`src/rtl/seq_addsub_unit.sv`:
```
// Digit-serial adder/subtractor: one DIGIT-wide adder is reused each cycle,
// working LSB digit first, so a WIDTH-bit operation takes WIDTH/DIGIT cycles.
module seq_addsub_unit #(
  parameter int WIDTH = 16,
  parameter int DIGIT = 4
) (
  input  logic             clk,
  input  logic             rst,
  input  logic             start,
  input  logic             mode,
  input  logic [WIDTH-1:0] a,
  input  logic [WIDTH-1:0] b,
  input  logic             cin,
  output logic             busy,
  output logic             done,
  output logic [WIDTH-1:0] result,
  output logic             cout,
  output logic             overflow,
  output logic             zero,
  output logic             negative
);

  localparam int N  = WIDTH / DIGIT;
  localparam int IW = (N > 1) ? $clog2(N) : 1;

  typedef enum logic {IDLE, RUN} state_t;

  state_t r_state, w_state_nxt;

  logic [WIDTH-1:0] r_a, r_b, r_acc;
  logic             r_carry;
  logic [IW-1:0]    r_idx;
  logic [WIDTH-1:0] r_result;
  logic             r_done, r_cout, r_ovf, r_zero, r_neg;

  logic [DIGIT-1:0] w_sum;
  logic             w_cdig;
  logic             w_msb_cin;
  logic             w_last;
  logic [WIDTH-1:0] w_acc_nxt, w_a_shift, w_b_shift;

  // The single shared digit adder; operands always present their low digit.
  assign {w_cdig, w_sum} = {1'b0, r_a[DIGIT-1:0]} + {1'b0, r_b[DIGIT-1:0]}
                         + {{DIGIT{1'b0}}, r_carry};

  // Carry into the digit's top bit; only meaningful on the last digit (MSB).
  assign w_msb_cin = r_a[DIGIT-1] ^ r_b[DIGIT-1] ^ w_sum[DIGIT-1];
  assign w_last    = (r_idx == IW'(N - 1));

  // Operands shift right to expose the next digit; sums enter the accumulator from the top.
  generate
    if (DIGIT == WIDTH) begin : g_single
      assign w_acc_nxt = w_sum;
      assign w_a_shift = '0;
      assign w_b_shift = '0;
    end else begin : g_multi
      assign w_acc_nxt = {w_sum, r_acc[WIDTH-1:DIGIT]};
      assign w_a_shift = {{DIGIT{1'b0}}, r_a[WIDTH-1:DIGIT]};
      assign w_b_shift = {{DIGIT{1'b0}}, r_b[WIDTH-1:DIGIT]};
    end
  endgenerate

  always_comb begin
    w_state_nxt = r_state;
    case (r_state)
      IDLE:    if (start)  w_state_nxt = RUN;
      RUN:     if (w_last) w_state_nxt = IDLE;
      default: w_state_nxt = IDLE;
    endcase
  end

  always_ff @(posedge clk) begin
    if (rst) begin
      r_state  <= IDLE;
      r_a      <= '0;
      r_b      <= '0;
      r_acc    <= '0;
      r_carry  <= 1'b0;
      r_idx    <= '0;
      r_result <= '0;
      r_done   <= 1'b0;
      r_cout   <= 1'b0;
      r_ovf    <= 1'b0;
      r_zero   <= 1'b0;
      r_neg    <= 1'b0;
    end else begin
      r_state <= w_state_nxt;
      r_done  <= 1'b0;
      case (r_state)
        IDLE: begin
          if (start) begin
            r_a     <= a;
            r_b     <= mode ? ~b : b;
            r_carry <= cin;
            r_idx   <= '0;
          end
        end
        RUN: begin
          r_a     <= w_a_shift;
          r_b     <= w_b_shift;
          r_acc   <= w_acc_nxt;
          r_carry <= w_cdig;
          r_idx   <= r_idx + 1'b1;
          if (w_last) begin
            r_result <= w_acc_nxt;
            r_cout   <= w_cdig;
            r_ovf    <= w_msb_cin ^ w_cdig;
            r_zero   <= (w_acc_nxt == '0);
            r_neg    <= w_acc_nxt[WIDTH-1];
            r_done   <= 1'b1;
          end
        end
        default: ;
      endcase
    end
  end

  assign busy     = (r_state == RUN);
  assign done     = r_done;
  assign result   = r_result;
  assign cout     = r_cout;
  assign overflow = r_ovf;
  assign zero     = r_zero;
  assign negative = r_neg;

endmodule

```
`config.mk`:
```
export PLATFORM = sky130hd
export DESIGN_NAME = seq_addsub_unit
export DESIGN_NICKNAME = d
export VERILOG_FILES = /design/src/rtl/seq_addsub_unit.sv
export SDC_FILE = /design/constraint.sdc
export NUM_CORES = 1
export LEC_CHECK = 0
export ABC_CLOCK_PERIOD_IN_PS = 1800
export CAP_MARGIN = 20
export CORE_MARGIN = 2
export CORE_UTILIZATION = 40
export DETAILED_ROUTE_END_ITERATION = 10
export PLACE_DENSITY = 0.68
export SLEW_MARGIN = 20
export SYNTH_ARGS = -nofsm -noshare
export SYNTH_HDL_FRONTEND = slang
export SYNTH_SLANG_ARGS = --single-unit
```
`constraint.sdc`:
```
create_clock -name clk -period 1.8 [get_ports clk]
set_clock_uncertainty 0.05 [all_clocks]
set_input_delay 0.36 -clock clk [delete_from_list [all_inputs] [get_ports clk]]
set_output_delay 0.36 -clock clk [all_outputs]
set_load 0.005 [all_outputs]
```
==> qor.csv <==
metric,value,unit
clk_path_buf_depth,2,
h-tree-depth,3,
final_common_cell,nor2_1,
whs,0.408,ns
io-pin-count,59,
seq_area_frac_synth,47.1,%
fp.dieH,89.0,um
synth_compound_area_share,15.8,%
power.static_leakage,1.47,nW
fin_ws,-0.0756,ns
rows,30,
antenna_left,0,
first_global_vias,2143,
synth_fa_ha_area_share,3.12,%
maxSlewViolCount,0,
yosys.area_share.simple,13.4,%
synth_top_family_by_area,compound AO/OA/AOI/OAI gates,
crit_cells,7,
r2r_start,r_carry$_SDFFE_PP0P_,
syn_to_final_growth,30.9,%
power,3.24,mW
critical_path.max_fanout,3,
min_from,overflow$_SDFFE_PP0P_,
muxShareOfSynthArea,9.00,%
grt_max_degree,53,
crit_type,register to register,
fin_nets,414,
cp.arrival,2.05,ns
drc,0,
end_kind,register,
max-slew-margin-rel,73.5,%
finalHoldViolCount,0,
numCtsBuffers,9,
root_buffer,clkbuf_8,
cts_setup_buffers,0,
path_common_cell,fa_2,
worst-path-buf-inv,1,
io_buffers,58,
hpwl,4.02,mm
violations,negative setup slack,
antenna_cells,0,
path_cells,inv_2 > fa_2 > fa_2 > nand2b_4 > a21oi_4 > xnor2_1 > o21ai_1,
pre_cts_ws,-0.0784,ns
tns,-0.199,ns
vias_per_cell,4.89,
max_freq,0.533,GHz
status,"finished, violations left",
coreArea,6910,sq um
synth.distinct_cells,31,
synth-xor-area-share,5.76,%
start_util,41.9,%
grt_remaining_overflow,0,
fin_crit_sh,104,%
power_density,856,nW/um^2
setup_viol_count_final,4,
worstSkewPairLatency,0.33,ns
wl_per_cell,12.2,um
hold_depth,2,
cts_tree,done,
wl,5.72,mm
cp-start-kind,register,
required,1.98,ns
route.vias.total,2303,
place_congestion,0.835,
max_stage_delay,0.41,ns
tightest_slew,0.394,ns
final_core_util,54.8,%
drv_cap,0,
synthesis.area,2890,sq um
rsz0062_at_grt,yes,
critical-path-top-delay-family,adder cells,
ys_warn_count,0,
fin_crit,1.88,ns
worstSetupStartpoint,r_carry$_SDFFE_PP0P_,
syn_inst,316,
irDropWorstVdd,0.000425,V
clock-sinks,68,
antenna_found_initial,0,
grt_usage,15.5,%
cp_slowest_cell,fa_2,
dieWidth,89.0,um
ys_ff_latch,68,
dr.first_iter.drc_count,67,
postSynthAreaPerCell,9.15,sq um
layout-drive-gt1-share,11.2,%
hold_path_class,register to register,
rr_worst_depth,7,
fill_cells,644,
syn_nets,359,
dieArea,7920,sq um
final_cell_mix,"nor2_1, dfxtp_1, clkdlybuf4s50_1",
grt_pass1_wl,9.42,mm
clkTransAtPathRegs,0.07,ns
dr.pass1.iters,4,
Yosys cell counts (all sizes together):
master  count  area (sq um)
a211oi     18           135
a21oi      31           159
a22o       14           123
buf        20           125
clkbuf      5          18.8
dfxtp      68          1360
fa          2          40.0
ha          4          50.1
inv         7          26.3
mux2i      26           260
nand2       8          30.0
nand2b      3          18.8
nand3       1          5.00
nand4       1          6.26
nor2       75           282
nor3        1          5.00
nor3b       1          7.51
nor4        3          18.8
o21a        1          7.51
o21ai       5          25.0
o22ai       1          6.26
or2         2          15.0
xnor2      19           166
logic make-up after synthesis:
logic type / Yosys count
DFF: 68
AOI/OAI and AO/OA: 70
adders and majority gates: 6
muxes: 26
xor gates and xnor gates: 19
and+or+nand+nor: 95
buffers and inverters: 32
layout make-up:
class	count	area, sq um	share of cell area, %
clock buffer	14	183	4.83
multi-input combinational	216	1400	37.1
sequential	68	1370	36.1
timing repair buffer	69	683	18.0
tap	96	120	3.17
clock inverter	1	5.00	0.132
inverter	7	26.3	0.694
power breakdown:
group	switching, mW	internal, mW	leakage [nW]
combinational	0.224	0.235	0.819
sequential	0.0433	1.57	0.556
clock	0.526	0.642	0.0986
total	0.793	2.45	1.47
tightest hold or removal path: stages (launching register included):
cell	delay [ns]
dfxtp_1	0.31
nand2_1	0.06
o21ai_1	0.05
what timing repair did:
action                                  in CTS  in global routing
resized for setup                            2                  8
hold buffers                                 0                  0
endpoints found under the setup margin       4                  5
pin swaps                                    1                  6
routing by layer:
metal / GRT usage, % / share of wire (%) / vias to the layer above
met1: 17.7 / 47 / 1047
met2: 26.5 / 46 / 62
met3: 5.91 / 5.2 / 8
li1: - / - / 1186
met4: 5.29 / 1.6 / 0
met5: 0 / 0 / -
through the flow:
step	cells	area, sq um
CTS	471	3750
global placement	456	3560
floorplan	316	2900
global route	471	3780
detailed placement	456	3560
finish	471	3780
state kept, by name (all words and copies together), names as in the netlist:
register  cells
zero          1
r_idx         2
done          1
r_acc        12
result       16
r_b          16
cout          1
overflow      1
r_carry       1
r_a          16
busy          1
worst paths after layout:
check / end / slack (ns)
setup / recovery: overflow$_SDFFE_PP0P_ / -0.08
setup reg to reg: overflow$_SDFFE_PP0P_ / -0.08
hold / removal: overflow$_SDFFE_PP0P_ / 0.41
hold reg to reg: overflow$_SDFFE_PP0P_ / 0.41
No activity file was read; power rests on OpenSTA's default activity.
